==> src/rtl/obc_shift_accum.sv <==
// OBC shift-accumulator: weights NBITS bit-slice partial sums, adds the offset, and emits one DFT bin component.
// Optional feature: define OBC_SAT_EN to saturate the result to OUT_W bits instead of wrapping.
module obc_shift_accum #(
    parameter int unsigned              NBITS  = 16,
    parameter int unsigned              IN_W   = 32,
    parameter int unsigned              ACC_W  = 48,
    parameter int unsigned              OUT_W  = 40,
    parameter logic signed [ACC_W-1:0]  OFFSET = '0
) (
    input  logic                                           clk,
    input  logic                                           rst,
    input  logic                                           in_valid,
    output logic                                           in_ready,
    input  logic [IN_W-1:0]                                in_data,
    output logic [((NBITS > 1) ? $clog2(NBITS) : 1)-1:0]   slice_idx,
    output logic                                           m_out,
    output logic                                           busy,
    output logic                                           out_valid,
    input  logic                                           out_ready,
    output logic [OUT_W-1:0]                               out_data
);

    localparam int unsigned         IDX_W    = (NBITS > 1) ? $clog2(NBITS) : 1;
    localparam logic [IDX_W-1:0]    LAST_IDX = IDX_W'(NBITS - 1);
    localparam logic [ACC_W-1:0]    OFFSET_U = OFFSET;

    typedef enum logic [1:0] {IDLE, ACCUM, HOLD} state_t;

    state_t             state, state_nxt;
    logic [ACC_W-1:0]   acc, acc_nxt;
    logic [IDX_W-1:0]   idx_nxt;
    logic               busy_nxt;
    logic               ov_nxt;
    logic [OUT_W-1:0]   od_nxt;

    logic               in_fire;
    logic               out_fire;
    logic [ACC_W-1:0]   in_ext;
    logic [ACC_W-1:0]   sum;
    logic [ACC_W-1:0]   fin;
    logic [OUT_W-1:0]   res_fmt;

    // Weighted slice; the first slice of a transform starts from zero, not the stale accumulator
    always_comb begin
        in_ext = {{(ACC_W - IN_W){in_data[IN_W-1]}}, in_data};
        sum    = ((state == ACCUM) ? acc : '0) + (in_ext << slice_idx);
        fin    = sum + OFFSET_U;
    end

`ifdef OBC_SAT_EN
    logic [ACC_W-OUT_W:0] fin_hi;

    // Value fits when every bit above the OUT_W sign bit matches it
    always_comb begin
        fin_hi  = fin[ACC_W-1:OUT_W-1];
        res_fmt = OUT_W'(fin);
        if (!((&fin_hi) || (~|fin_hi))) begin
            res_fmt = fin[ACC_W-1] ? {1'b1, {(OUT_W-1){1'b0}}}
                                   : {1'b0, {(OUT_W-1){1'b1}}};
        end
    end
`else
    always_comb res_fmt = OUT_W'(fin);
`endif

    always_comb begin
        in_ready = (state == HOLD) ? out_ready : 1'b1;
        m_out    = (slice_idx == LAST_IDX);
        in_fire  = in_valid && in_ready;
        out_fire = out_valid && out_ready;
    end

    always_ff @(posedge clk) begin
        if (rst) begin
            state     <= IDLE;
            acc       <= '0;
            slice_idx <= '0;
            busy      <= 1'b0;
            out_valid <= 1'b0;
            out_data  <= '0;
        end else begin
            state     <= state_nxt;
            acc       <= acc_nxt;
            slice_idx <= idx_nxt;
            busy      <= busy_nxt;
            out_valid <= ov_nxt;
            out_data  <= od_nxt;
        end
    end

    // A slice accepted in HOLD coincides with the output transfer and overrides the return to IDLE
    always_comb begin
        state_nxt = state;
        acc_nxt   = acc;
        idx_nxt   = slice_idx;
        busy_nxt  = busy;
        ov_nxt    = out_valid;
        od_nxt    = out_data;

        if ((state == HOLD) && out_fire) begin
            ov_nxt    = 1'b0;
            busy_nxt  = 1'b0;
            state_nxt = IDLE;
        end

        if (in_fire) begin
            busy_nxt = 1'b1;
            if (slice_idx == LAST_IDX) begin
                od_nxt    = res_fmt;
                ov_nxt    = 1'b1;
                idx_nxt   = '0;
                state_nxt = HOLD;
            end else begin
                acc_nxt   = sum;
                idx_nxt   = IDX_W'(slice_idx + 1'b1);
                state_nxt = ACCUM;
            end
        end
    end

endmodule
==> config.mk <==
export PLATFORM = sky130hd
export DESIGN_NAME = obc_shift_accum
export DESIGN_NICKNAME = d
export VERILOG_FILES = /design/src/rtl/obc_shift_accum.sv
export SDC_FILE = /design/constraint.sdc
export NUM_CORES = 1
export LEC_CHECK = 0
export ABC_AREA = 0
export BUFFER_PORTS_ARGS = -buffer_cell sky130_fd_sc_hd__buf_4
export CORE_ASPECT_RATIO = 1.4
export CORE_MARGIN = 2
export CORE_UTILIZATION = 54
export CTS_CLUSTER_SIZE = 14
export DETAILED_ROUTE_END_ITERATION = 8
export GPL_TIMING_DRIVEN = 0
export PLACE_DENSITY_LB_ADDON = 0.25
export SYNTH_ARGS = -nofsm -noshare
export SYNTH_HDL_FRONTEND = slang
export SYNTH_SLANG_ARGS = --single-unit
==> constraint.sdc <==
create_clock -name clk -period 4.07 [get_ports clk]
set_input_delay 0.2035 -clock clk [delete_from_list [all_inputs] [get_ports clk]]
set_output_delay 0.2035 -clock clk [all_outputs]
set_load 0.02 [all_outputs]
==> impl_metrics.json <==
{
  "critPathCaptureType": "flip-flop",
  "grt_pass1_vias": 7501,
  "wire_per_inst_um": 20.7,
  "cts_buffer_depth": 2,
  "clock-root-buffer": "clkbuf_16",
  "holdCritPathClass": "input pin to flip-flop",
  "synthArstFlopShare_pct": 0,
  "cts_buffers": 9,
  "timing.final.ws_setup_ns": 0.0222,
  "multi_input_area_um2": 5620,
  "drive_gt1_share_pct": 21.6,
  "final_cell_mix": "nand2_1 (166), a21oi_1 (118), buf_4 (110)",
  "dp_slack_ns": -0.721,
  "place.gp.congestion": 1.04,
  "post-dp-hpwl_mm": 19.2,
  "maxCapViolations": 0,
  "antenna_left": 0,
  "cts_tree": "yes",
  "hold_viol": 0,
  "required_ns": 4.30,
  "fp.dieW_um": 103,
  "synth-edff-count": 0,
  "status": "finished clean",
  "initial_core_util_pct": 55.4,
  "dp_cells": 1252,
  "drt_iter0_drc": 870,
  "leakagePower_nw": 3.91,
  "die-area_um2": 14700,
  "worstSetupStartpointType": "flip-flop",
  "vias": 8443,
  "antenna_found_initial": 0,
  "ir_worst_vdd_uv": 198,
  "die_y_um": 143,
  "pin_count": 84,
  "fin_cells": 1295,
  "postSynthAreaPerCell_um2": 7.51,
  "finalCriticalPeriod_ns": 4.05,
  "mostFrequentLayoutCell": "nand2_1",
  "vias_per_cell": 6.52,
  "fmax_mhz": 247,
  "first_pass_iters": 6,
  "worst_pin_slew_ns": 0.991,
  "syn_area_um2": 7410,
  "slew-limit-headroom_pct": 33.7,
  "grt_pass1_wl_mm": 38.9,
  "register_area_um2": 1770,
  "fillCellCount": 1188,
  "syn_inst": 987,
  "synth_warnings": 0,
  "seq_area_frac_synth_pct": 23.8,
  "p_per_area_nw_per_um2": 289,
  "h-tree-depth": 3,
  "clk_pin_slew_ns": 0.07,
  "r2r_setup_slack_ns": 0.02,
  "coreArea_um2": 13400,
  "drc_errors": 0,
  "synth_cell_types": 70,
  "grt_use_total_pct": 34.9,
  "total_power_w": 0.00268,
  "clkSinkCount": 88,
  "path_class": "flip-flop to flip-flop",
  "maxSlewViolCount": 0,
  "finalSetupViolations": 0,
  "wl_mm": 26.8,
  "ys_ff_latch": 88,
  "syn_nets": 1064,
  "cp_data_arrival_time_ns": 4.28,
  "crit_fanout": 8,
  "num_rows": 50,
  "grt_max_degree": 16,
  "grt_overflow": 0,
  "synthFlopType": "dfxtp_1",
  "nets": 1186,
  "clock_skew_ns": 0.0112,
  "port_buffers": 83,
  "period_share_pct": 99.5,
  "syn_to_final_growth_pct": 24.9,
  "worst_skew_pair.late_latency_ns": 0.36,
  "setup_tns_ns": 0,
  "num_antenna_cells": 0
}
sequential cells by signal, summed over array words and instances (netlist names):
| signal | flops |
|---|---|
| busy | 1 |
| slice_idx | 4 |
| out_data | 40 |
| state | 2 |
| acc | 40 |
| out_valid | 1 |
synthesized netlist by cell type (13+ instances only):
| cell | count | area, um2 |
|---|---|---|
| a21o_1 | 34 | 255 |
| a21oi_1 | 126 | 631 |
| and2_1 | 46 | 288 |
| and3_1 | 13 | 81.3 |
| buf_1 | 14 | 52.6 |
| clkbuf_1 | 43 | 161 |
| dfxtp_1 | 88 | 1760 |
| ha_1 | 40 | 500 |
| inv_1 | 15 | 56.3 |
| mux2i_1 | 48 | 480 |
| mux4_2 | 14 | 315 |
| nand2_1 | 166 | 623 |
| nand3_1 | 49 | 245 |
| nor2_1 | 56 | 210 |
| nor3_1 | 13 | 65.1 |
| o21ai_0 | 34 | 170 |
| xnor2_1 | 14 | 123 |
power by group:
| part | switching (W) | internal [W] | total [W] |
|---|---|---|---|
| Sequential | 0.0000230 | 0.000905 | 0.000928 |
| Clock | 0.000380 | 0.000414 | 0.000794 |
| Combinational | 0.000570 | 0.000385 | 0.000955 |
| Total | 0.000973 | 0.00170 | 0.00268 |
cell families (layout without fill, tap and decap cells):
family	after synthesis	after routing	synth area share (%)
and+or+nand+nor	391	391	24.9
AOI/OAI and AO/OA	296	296	25.6
buffers and inverters	83	209	4.71
DFF	88	88	23.8
xor gates and xnor gates	21	21	2.48
adders and majority gates	41	41	7.02
muxes	67	67	11.5
worst paths after layout:
check	depth (start not counted)	start	end
min reg2reg	2	acc[22]$_SDFFE_PP0P_	acc[22]$_SDFFE_PP0P_
min	3	in_valid	state[0]$_SDFFE_PP0P_
max	17	slice_idx[1]$_SDFFE_PP0P_	out_data[29]$_SDFFE_PP0P_
max reg2reg	17	slice_idx[1]$_SDFFE_PP0P_	out_data[29]$_SDFFE_PP0P_
layer usage:
| metal | up-vias | GRT usage, % | wire, um |
|---|---|---|---|
| met5 | - | 0 | 0 |
| met4 | 0 | 22.4 | 2070 |
| met1 | 3952 | 39.3 | 9260 |
| met2 | 504 | 59.6 | 13200 |
| li1 | 3826 | - | - |
| met3 | 161 | 5.78 | 2240 |
stage by stage:
stage	util [%]	hold WS (ns)	instance area, um2
floorplan	-	0.385	7420
global route	69.1	0.179	9260
global placement	61.8	0.438	8270
CTS	65.6	0.147	8780
detailed placement	61.8	0.444	8270
finish	69.1	0.148	9260
what timing repair did:
| action | CTS | global route |
|---|---|---|
| gates resized for setup | 46 | 79 |
| setup buffers | 8 | 19 |
| pin swaps | 7 | 25 |
| gates cloned | 0 | 3 |
| endpoints found under the setup margin | 49 | 34 |
| hold buffers | 0 | 0 |
worst max-delay path, stage by stage (launching register included):
cell	delay [ns]
dfxtp_4	0.37
buf_8	0.14
buf_12	0.13
buf_4	0.13
nor2b_1	0.19
a211oi_1	0.09
a21oi_1	0.31
mux2i_4	0.13
mux2i_2	0.24
ha_1	0.37
a21oi_1	0.17
o21bai_1	0.10
a21o_1	0.25
a2111oi_4	0.41
o32ai_4	0.19
or3_2	0.49
nand3_1	0.12
a21oi_1	0.08
final cells by class:
class,count,share of cell area (%)
Multi-Input combinational cell,816,60.8
Sequential cell,88,19.1
Timing Repair Buffer,112,9.83
Buffer,65,4.20
Tap cell,182,2.46
Clock buffer,9,2.43
Inverter,17,0.689
Clock inverter,6,0.514
Note: power is estimated with default switching activity, not from simulation.
